===== config.mk =====
export PLATFORM = sky130hd
export DESIGN_NAME = mem_port_arbiter
export DESIGN_NICKNAME = d
export VERILOG_FILES = /design/src/rtl/mem_port_arbiter_pkg.sv /design/src/rtl/mem_port_arbiter_arb_pick2.sv /design/src/rtl/mem_port_arbiter.sv
export SDC_FILE = /design/constraint.sdc
export NUM_CORES = 1
export LEC_CHECK = 0
export CORE_UTILIZATION = 45
export CTS_CLUSTER_SIZE = 14
export DETAILED_ROUTE_END_ITERATION = 8
export GPL_TIMING_DRIVEN = 0
export PLACE_DENSITY = 0.86
export SETUP_SLACK_MARGIN = 0.3
export SLEW_MARGIN = 15
export SYNTH_ARGS = -nofsm -noshare
export SYNTH_HDL_FRONTEND = slang
export SYNTH_SLANG_ARGS = --single-unit

===== constraint.sdc =====
create_clock -name clk -period 2.68 [get_ports clk]
set_input_delay 0.536 -clock clk [delete_from_list [all_inputs] [get_ports clk]]
set_output_delay 0.536 -clock clk [all_outputs]
set_load 0.01 [all_outputs]

===== src/rtl/mem_port_arbiter_pkg.sv =====
// Shared encodings for the unified-memory arbiter; the hazard unit also uses
// the grant constants to steer its stall muxing.
package mem_port_arbiter_pkg;

    typedef logic [1:0] state_t;
    typedef logic [1:0] grant_t;

    localparam state_t IDLE  = 2'd0;
    localparam state_t GNT_I = 2'd1;
    localparam state_t GNT_D = 2'd2;

    localparam grant_t GRANT_NONE = 2'b00;
    localparam grant_t GRANT_I    = 2'b01;
    localparam grant_t GRANT_D    = 2'b10;

    function automatic state_t grant_to_state(input grant_t g);
        case (g)
            GRANT_I: return GNT_I;
            GRANT_D: return GNT_D;
            default: return IDLE;
        endcase
    endfunction

endpackage


===== src/rtl/mem_port_arbiter_arb_pick2.sv =====
// Two-way pick between fetch and data: data normally wins, but fetch wins
// whenever the previous grant went to data, so IF can never be starved.
module arb_pick2
    import mem_port_arbiter_pkg::*;
(
    input  logic   if_req,
    input  logic   d_req,
    input  logic   last_d,
    output grant_t grant
);

    always_comb begin
        grant = GRANT_NONE;
        if (if_req && (last_d || !d_req)) begin
            grant = GRANT_I;
        end else if (d_req) begin
            grant = GRANT_D;
        end
    end

endmodule


===== src/rtl/mem_port_arbiter.sv =====
// Single-port memory arbiter between instruction fetch and MEM-stage
// loads/stores, with per-requester stalls and a sticky bus timeout.
module mem_port_arbiter
    import mem_port_arbiter_pkg::*;
#(
    parameter int ADDR_W  = 32,
    parameter int DATA_W  = 32,
    parameter int TIMEOUT = 255
) (
    input  logic                clk,
    input  logic                rst,
    input  logic                if_req,
    input  logic [ADDR_W-1:0]   if_addr,
    output logic [DATA_W-1:0]   if_rdata,
    output logic                if_done,
    output logic                if_stall,
    input  logic                d_req,
    input  logic                d_we,
    input  logic [DATA_W/8-1:0] d_be,
    input  logic [ADDR_W-1:0]   d_addr,
    input  logic [DATA_W-1:0]   d_wdata,
    output logic [DATA_W-1:0]   d_rdata,
    output logic                d_done,
    output logic                d_stall,
    output logic                mem_req,
    output logic                mem_we,
    output logic [DATA_W/8-1:0] mem_be,
    output logic [ADDR_W-1:0]   mem_addr,
    output logic [DATA_W-1:0]   mem_wdata,
    input  logic [DATA_W-1:0]   mem_rdata,
    input  logic                mem_ack,
    output logic                bus_err
);

    localparam int BE_W = DATA_W / 8;
    localparam logic [ADDR_W-1:0] ADDR_MASK = ADDR_W'(BE_W - 1);

    state_t            state;
    grant_t            grant;
    logic              last_d;
    logic              flushed;
    logic [7:0]        wait_cnt;
    logic [7:0]        cnt_next;
    logic              timeout_hit;
    logic [DATA_W-1:0] done_data;

    // The requester that is completing this cycle is masked so it cannot be
    // re-granted off the request level it held for the finished transaction.
    arb_pick2 u_pick (
        .if_req (if_req & ~if_done),
        .d_req  (d_req & ~d_done),
        .last_d (last_d),
        .grant  (grant)
    );

    assign cnt_next    = wait_cnt + 8'd1;
    assign timeout_hit = (cnt_next == 8'(TIMEOUT));
    assign done_data   = mem_ack ? mem_rdata : '0;
    assign mem_req     = (state != IDLE);
    assign if_stall    = if_req & ~if_done;
    assign d_stall     = d_req & ~d_done;

    always_ff @(posedge clk) begin
        if (!rst) begin
            state     <= IDLE;
            last_d    <= 1'b0;
            flushed   <= 1'b0;
            wait_cnt  <= '0;
            mem_we    <= 1'b0;
            mem_be    <= '0;
            mem_addr  <= '0;
            mem_wdata <= '0;
            if_rdata  <= '0;
            d_rdata   <= '0;
            if_done   <= 1'b0;
            d_done    <= 1'b0;
            bus_err   <= 1'b0;
        end else begin
            if_done <= 1'b0;
            d_done  <= 1'b0;
            case (state)
                IDLE: begin
                    if (grant != GRANT_NONE) begin
                        state    <= grant_to_state(grant);
                        wait_cnt <= '0;
                        flushed  <= 1'b0;
                        last_d   <= (grant == GRANT_D);
                        if (grant == GRANT_D) begin
                            mem_addr  <= d_addr & ~ADDR_MASK;
                            mem_we    <= d_we;
                            mem_be    <= d_we ? d_be : '1;
                            mem_wdata <= d_wdata;
                        end else begin
                            mem_addr  <= if_addr & ~ADDR_MASK;
                            mem_we    <= 1'b0;
                            mem_be    <= '1;
                            mem_wdata <= '0;
                        end
                    end
                end
                GNT_I, GNT_D: begin
                    wait_cnt <= cnt_next;
                    // A fetch withdrawn even once (branch flush) must not see its done.
                    if (state == GNT_I && !if_req) begin
                        flushed <= 1'b1;
                    end
                    if (mem_ack || timeout_hit) begin
                        state <= IDLE;
                        if (!mem_ack) begin
                            bus_err <= 1'b1;
                        end
                        if (state == GNT_D) begin
                            d_done  <= 1'b1;
                            d_rdata <= done_data;
                        end else if (!flushed && if_req) begin
                            if_done  <= 1'b1;
                            if_rdata <= done_data;
                        end
                    end
                end
                default: state <= IDLE;
            endcase
        end
    end

endmodule


Word-level counts from Yosys, hierarchy flattened:

Index checks and enable logic that the tools add are counted.

* memories kept: 0
* input bits: 138
* ROM bits: 0
* register bits after elaboration: 148
* logic and storage cells: 72
* bits in latches: 0
* bits in writable memories: 0

* $lt $le $gt $ge: 0
* reduce and logical (&&, ||, !) cells: 22
* mux-type cells: 19
* add/subtract/negate cells: 1
* bitwise logic cells: 9
* divide/modulo/power cells: 0
* eq/ne operators: 8
* shift-type cells: 0
* multiply operators: 0

Operators by type and width (count)
* $mux 32: 3
* $pmux 8 s2: 1
* $reduce_and 3->1: 4
* $add 8x1->8 const B: 1
* $eq 8x8->1 const B: 1
* $mux 2: 4
* $mux 4: 2
* $mux 8: 1
* $pmux 2 s2: 2
* $not 1->1: 7
* $ne 2x2->1 const B: 3
* $reduce_and 2->1: 3
* $reduce_bool 2->1: 3
* $mux 1: 5
* $eq 2x1->1 const B: 2
* $eq 2x2->1 const B: 2
* $reduce_and 4->1: 1
* $reduce_or 4->1: 1
* $logic_and 1x1->1: 3
* $logic_not 1->1: 3
* $and 1x1->1: 2
* $logic_not 2->1: 1
* $logic_or 1x1->1: 2
* $pmux 1 s2: 1
* $reduce_or 2->1: 1

Longest topological paths before layout:

Gate-level depths: netlist of the first run.

* depth after elaboration: 10
* mapped depth: 9

Hierarchy:

From an unflattened synthesis of the first run, not the netlist that was laid out.

* cell total of the unflattened synthesis: 689
* area total of the unflattened synthesis: 6102.1 um^2

Modules (own cells, without submodules)
* mem_port_arbiter: cells each 686, instances 1, area an instance 6083.3 um^2
* arb_pick2: cells each 3, instances 1, area an instance 18.8 um^2

Worst setup path after synthesis of the first run:

OpenSTA, ideal clock, no wires.

* path type: reg2reg
* start point: register state[0]
* end point: register wait_cnt[2]
* setup slack: 0.848 ns
* period minus slack after synthesis: 1.832 ns
* buffers on the path: 2
* data arrival time: 1.705 ns
* data required time: 2.552 ns
* stages on the path, launching flop included: 10
* cell sequence: dfxtp_1 > inv_1 > ha_1 > clkbuf_1 > nor2_1 > a31o_2 > clkbuf_1 > o21ai_0 > a22oi_1 > nor2_1

* word-level cells in the longest chain between the ends: 4
* elaborated cells on any way between the ends: 8
* classes of those cells: 3 x eq/ne; 1 x mux; 4 x reduce/logical

Ends and longest elaborated chain
* start: declaration: RTL line mem_port_arbiter.sv:38 `state_t state;`
* start signal: assignment: RTL line mem_port_arbiter.sv:84 `state <= grant_to_state(grant);`
* $eq 2x1->1 / $eq 2x2->1 (equally long branches): RTL line mem_port_arbiter.sv:81 `case (state)`
* $reduce_or 2->1: RTL line mem_port_arbiter.sv:81
* $reduce_bool 2->1 (no line)
* $reduce_and 2->1 (no line)
* end signal: assignment: RTL line mem_port_arbiter.sv:102 `wait_cnt <= cnt_next;`
* end: declaration: RTL line mem_port_arbiter.sv:42 `logic [7:0] wait_cnt;`

Several ways; a longest one is shown, not always the timed one.
A chain may end at the register's enable or synchronous reset.

Final worst setup path of the first run:

* start point: input port if_req
* end point: output port if_stall

* word-level cells in the longest chain between the ends: 1

Ends and longest elaborated chain
* start: declaration: RTL line mem_port_arbiter.sv:12 `input logic if_req,`
* $and 1x1->1: RTL line mem_port_arbiter.sv:60 `assign if_stall = if_req & ~if_done;`
* end: declaration: RTL line mem_port_arbiter.sv:16 `output logic if_stall,`

Every way passes these cells.

==> key figures, run 1 <==
Place
  – Buffers on Ports: 269
  – Placed insts: 1,187
  – Hpwl dp: 15.5 mm
  – Routability cong.: 0.880

Layout
  – # diodes: 0
  – Filler Cells Inserted: 1,055
  – Final core utilization: 73.5%
  – Commonest non-fill, non-tap cells in the layout: 266 x clkdlybuf4s50_1, 146 x dfxtp_1, 137 x nor2_1
  – Final non-filler cell total: 1,220
  – Commonest non-fill, non-tap cell in the layout: clkdlybuf4s50_1
  – Layout cells sized above 1: 7.09%
  – Layout Area Growth over Synthesis: 59.1%
  – Final nets: 1,174

Synthesis
  – Synth Flop Type: dfxtp_1
  – FF+latch count, synth: 146
  – Synth warn: 0
  – Register area share after synthesis: 47.8%
  – Synth top area share: 47.8%
  – EDFF count, synth: 0
  – Mapped Cells: 741
  – Post-synth ARST share: 0%
  – Top post-synthesis cells by area: dfxtp_1 48%, nor2_1 8.4%, o21ai_0 5.9%
  – Top cell type by total area after synthesis: dfxtp_1
  – Synth Cell Area: 0.00612 mm^2
  – Unique cell type count in the Yosys netlist: 48
  – Avg Cell Area, Syn: 8.26 um^2

Job
  – Maxcap violations: 0

Floorplan
  – Area of the die: 0.0141 mm^2
  – Area of the core: 0.0132 mm^2
  – Initial Utilization: 46.2%
  – Die height: 119 um
  – Boundary pin count: 277
  – Core Rows: 42
  – Die width: 119 um

Timing
  – Final worst path period need: 2290 ps
  – FMAX: 0.437 GHz
  – Endpoints failing setup: 0
  – Worst clock skew: 6.13 ps
  – Fin. Hold Viols: 0
  – Tcrit/Tclk final: 85.3%
  – Count of pins over their slew limit: 0
  – Rel. slew slack: 59.4%
  – Worst Tran Pin Value: 606 ps
  – RSZ-0062 raised after global routing: false

Detailed routing
  – Vias: 6,809
  – 1st-iter DRT viols: 529
  – DRT Pass-1 Iters: 6
  – DRC viols: 0
  – WL per Instance: 17.8 um
  – Final WL: 21.7 mm
  – Vias per cell: 5.58
  – Final ANT Viol Nets: 0

CTS
  – Clk slew on worst S/H paths: 60 ps
  – CTS buffer count: 17
  – CTS sink count: 146
  – CTS Hold Bufs: 0
  – Root Buffer: clkbuf_16
  – Clock Latency Late Sink: 420 ps
  – CTS Buffer Depth: 2
  – TritonCTS clock tree: yes
  – Max H-tree Level: 4

Global route
  – Global Route Usage Sum: 30.7%
  – Number of global-route vias before repair: 6,328
  – Initial antenna violation count: 0
  – First-pass GRT wire length: 34.0 mm
  – Largest net degree at the start of global routing: 17
  – GRT Residual Overflow: 0

Pwr
  – Clock power share: 40.1%
  – Combinational fraction of design power: 22.8%
  – Switching Share: 27.5%
  – Total power draw: 6.64 mW
  – Internal power: 4.81 mW
  – Max VDD drop: 0.429 mV
  – Pleak: 3.60 nW
  – Sequential share of power: 37.1%
  – Switching pwr: 1.83 mW
  – Power per Cell Area: 683 mW/mm^2

Setup path
  – Startpoint types: input pin
  – Cell family with most CP delay: buffers and inverters
  – Required @ worst endpoint: 2140 ps
  – CP Max Fanout: 5
  – Critical Path End Type: primary output
  – Crit path largest cell delay: 590 ps
  – Data arrival time of the worst path: 1750 ps
  – Worst path cell trace: clkdlybuf4s15_1 -> nand2b_1 -> inv_1 -> clkdlybuf4s50_1
  – WP buf/inv: 3
  – WS Path Type: input pin to primary output
  – Critical Path Slowest Stage Cell: clkdlybuf4s50_1

Outcome
  – Status: finished, final reports clean

Hold path
  – Hold Path Class: flop to flop
-- flip-flops by register name (all words and copies together) (netlist names) --
signal / cells
mem_be: 4
d_done: 1
d_rdata: 32
if_done: 1
mem_wdata: 32
flushed: 1
state: 2
last_d: 1
wait_cnt: 8
mem_we: 1
mem_addr: 30
if_rdata: 32
bus_err: 1
-- cell families after synthesis --
kind of cell	synth area share, %
AO/OA/AOI/OAI	25.2
XOR/XNOR	0.286
adder cells (fa/ha/maj)	1.02
buffers and inverters	5.69
flip-flops	47.8
other	0.0613
AND/OR/NAND/NOR	20.0
-- tightest hold or removal path, cell delays in order, from the launching register on --
cell and delay (ps):
dfxtp_1 310, nand2_1 50, a21oi_1 50
-- synthesized netlist by cell type, types with 3 or more instances --
master / count
a21oi_1: 10
a22oi_1: 34
a311oi_1: 30
a31oi_1: 56
a31oi_2: 8
and2_1: 4
and3_1: 5
buf_1: 3
buf_2: 8
buf_6: 5
clkbuf_1: 51
dfxtp_1: 146
ha_1: 5
inv_1: 7
nand2_1: 75
nand2b_1: 4
nand3_1: 35
nor2_1: 137
nor3_1: 7
o21ai_0: 72
o221a_2: 4
-- what timing repair did --
item,CTS,global route
buffers inserted,1,0
resized for setup,5,11
endpoints found under the setup margin,3,32
-- worst paths after layout --
| check | endpoint | start | slack (ps) | cells past startpoint |
|---|---|---|---|---|
| worst min register to register | mem_we$_SDFFE_PN0P_ | mem_we$_SDFFE_PN0P_ | 460 | 2 |
| worst max register to register | if_rdata[24]$_SDFFE_PN0P_ | wait_cnt[1]$_SDFFE_PN0P_ | 500 | 8 |
| worst min-delay path | mem_we$_SDFFE_PN0P_ | mem_we$_SDFFE_PN0P_ | 460 | 2 |
| worst max-delay path | if_stall | if_req | 390 | 4 |
-- final cells by class --
| type | count | area [um^2] | area share, % |
|---|---|---|---|
| tap | 176 | 220 | 2.26 |
| timing repair buffer | 270 | 2700 | 27.8 |
| clock buffer | 20 | 467 | 4.80 |
| buffer | 69 | 323 | 3.32 |
| inverter | 9 | 35.0 | 0.360 |
| clock inverter | 12 | 203 | 2.08 |
| sequential | 146 | 2920 | 30.0 |
| multi-input combinational | 518 | 2860 | 29.4 |
-- power groups by stage --
stage	Sequential, mW	Clock [mW]	Combinational [mW]
CTS	2.46	2.69	1.51
finish	2.46	2.67	1.51
floorplan	2.58	0	0.645
detailed placement	2.50	0	1.49
global route	2.48	2.81	1.63
global placement	2.50	0	1.47
-- routing by layer --
metal / vias up / GRT usage, % / share of wire [%]
li1: 3235 / - / -
met1: 3204 / 36.8 / 40
met2: 337 / 52.3 / 49
met3: 33 / 8.35 / 8.8
met4: 0 / 11.2 / 2.2
met5: - / 0 / 0
-- per-stage QoR --
step | worst slack [ps] | TNS (ps) | hold slack (ps) | area [um^2]
after global routing | 320 | 0 | 476 | 9730
after CTS | 178 | 0 | 458 | 9710
final | 394 | 0 | 456 | 9730
after floorplan | 848 | 0 | 456 | 6120
after detailed placement | -149 | -181 | 449 | 9030
after global placement | -149 | -149 | 446 | 9030
No activity file was read; power rests on OpenSTA's default activity.
==> run 2: changes to the inputs <==
CELL_PAD_IN_SITES_DETAIL_PLACEMENT = 0   (was default)
CELL_PAD_IN_SITES_GLOBAL_PLACEMENT = 1   (was default)
CORE_UTILIZATION = 32   (was 45)
PLACE_DENSITY = default   (was 0.86)
PLACE_DENSITY_LB_ADDON = 0.1   (was default)
==> key figures, run 2 (synthesized netlist as in run 1, its figures left out) <==
Floorplan
  – Boundary pin count: 277
  – Core Rows: 50
  – Initial Utilization: 32.7%
  – Die width: 140 um
  – Die height: 140 um
  – Area of the core: 0.0187 mm^2
  – Area of the die: 0.0197 mm^2

Detailed routing
  – Vias per cell: 5.13
  – WL per Instance: 17.3 um
  – 1st-iter DRT viols: 378
  – Final ANT Viol Nets: 0
  – Vias: 6,562
  – DRC viols: 0
  – DRT Pass-1 Iters: 5
  – Final WL: 22.1 mm

Place
  – Placed insts: 1,245
  – Placed Area: 0.00911 mm^2
  – Routability cong.: 0.787
  – Dpl ws: -217 ps
  – Hpwl dp: 15.9 mm
  – Buffers on Ports: 269

Global route
  – Largest net degree at the start of global routing: 17
  – Global Route Usage Sum: 22.1%
  – GRT Residual Overflow: 0
  – First-pass GRT wire length: 34.3 mm
  – Number of global-route vias before repair: 6,126
  – Initial antenna violation count: 0

Setup path
  – WP buf/inv: 3
  – Worst path cell trace: clkdlybuf4s50_1 -> nand2b_1 -> inv_1 -> dlygate4sd2_1
  – Data arrival time of the worst path: 1720 ps
  – CP Max Fanout: 5
  – Cell family with most CP delay: buffers and inverters
  – Critical Path End Type: primary output
  – Critical Path Slowest Stage Cell: clkdlybuf4s50_1
  – Required @ worst endpoint: 2140 ps
  – Startpoint types: input pin
  – Crit path largest cell delay: 580 ps
  – WS Path Type: input pin to primary output

Layout
  – Commonest non-fill, non-tap cell in the layout: clkdlybuf4s50_1
  – Largest regs: d_rdata: 32 flops, if_rdata: 32 flops, mem_wdata: 32 flops
  – # diodes: 0
  – Layout cells sized above 1: 6.99%
  – Final Instance Area: 0.00974 mm^2
  – Commonest non-fill, non-tap cells in the layout: 266 x clkdlybuf4s50_1, 146 x dfxtp_1, 137 x nor2_1
  – Final non-filler cell total: 1,278
  – Final nets: 1,174
  – Filler Cells Inserted: 1,860
  – Layout Area Growth over Synthesis: 59.2%

Job
  – Maxcap violations: 0

Outcome
  – Status: finished, final reports clean

Timing
  – RSZ-0062 raised after global routing: false
  – Fin. Hold Viols: 0
  – Endpoints failing setup: 0
  – Worst Tran Pin Value: 709 ps
  – FMAX: 0.444 GHz
  – Count of pins over their slew limit: 0
  – Rel. slew slack: 52.7%
  – Worst setup margin: 429 ps
  – Final worst path period need: 2250 ps
  – Worst clock skew: 11.7 ps
  – Tcrit/Tclk final: 84.0%

CTS
  – TritonCTS clock tree: yes
  – Clk slew on worst S/H paths: 60 ps
  – CTS sink count: 146
  – Max H-tree Level: 4
  – CTS buffer count: 17
  – CTS Buffer Depth: 2
  – Clock Latency Late Sink: 430 ps
  – Root Buffer: clkbuf_16

Pwr
  – Total power draw: 6.43 mW
  – Power per Cell Area: 660 mW/mm^2
  – Max VDD drop: 0.483 mV
  – Pleak: 3.57 nW

Hold path
  – Hold Path Class: flop to flop
run 2: worst register-to-register path: stages (launching register included):
cell      delay [ps]
dfxtp_1          380
inv_1             80
ha_1             340
nor4bb_1         200
buf_1            270
clkbuf_1         580
a31oi_1          170
run 2: final timing paths:
| path | from | endpoint | slack (ps) | cells after the start |
|---|---|---|---|---|
| worst max-delay path | if_req | if_stall | 430 | 4 |
| worst min-delay path | mem_we$_SDFFE_PN0P_ | mem_we$_SDFFE_PN0P_ | 470 | 2 |
| worst max register to register | state[1]$_SDFFE_PN0P_ | if_rdata[16]$_SDFFE_PN0P_ | 510 | 6 |
| worst min register to register | mem_we$_SDFFE_PN0P_ | mem_we$_SDFFE_PN0P_ | 470 | 2 |
run 2: power by group:
group          switching (mW)  internal (mW)
sequential              0.102           2.36
clock                    1.02           1.44
combinational           0.791          0.725
run 2: timing repair:
item,4_1_cts,5_1_grt
buffers inserted,1,0
gates resized for setup,6,8
hold buffers,0,0
endpoints found under the setup margin,3,42
gates cloned,0,0
run 2: metrics by stage:
stage | TNS [ps] | hold WS (ps) | util [%]
6_report | 0 | 467 | 52.0
5_1_grt | 0 | 493 | 52.0
4_1_cts | 0 | 471 | 52.0
3_5_place_dp | -217 | 462 | 48.7
3_3_place_gp | -231 | 449 | 48.7
2_1_floorplan | 0 | 456 | -
run 2: final cells by class:
| type | count | area, um^2 | area share, % |
|---|---|---|---|
| inverter | 9 | 35.0 | 0.360 |
| tap | 234 | 293 | 3.01 |
| timing repair buffer | 270 | 2700 | 27.7 |
| buffer | 69 | 328 | 3.37 |
| clock buffer | 19 | 453 | 4.65 |
| sequential | 146 | 2920 | 30.0 |
| clock inverter | 13 | 146 | 1.50 |
| multi-input combinational | 518 | 2860 | 29.4 |
run 2: layer usage:
metal / routed length (um) / part of all wire (%) / up-vias / global-route usage (%)
met5: 0 / 0 / - / 0
met4: 269 / 1.2 / 0 / 5.96
met3: 1850 / 8.4 / 20 / 6.74
met2: 9990 / 45 / 250 / 35.6
met1: 9940 / 45 / 3061 / 28.6
li1: - / - / 3231 / -
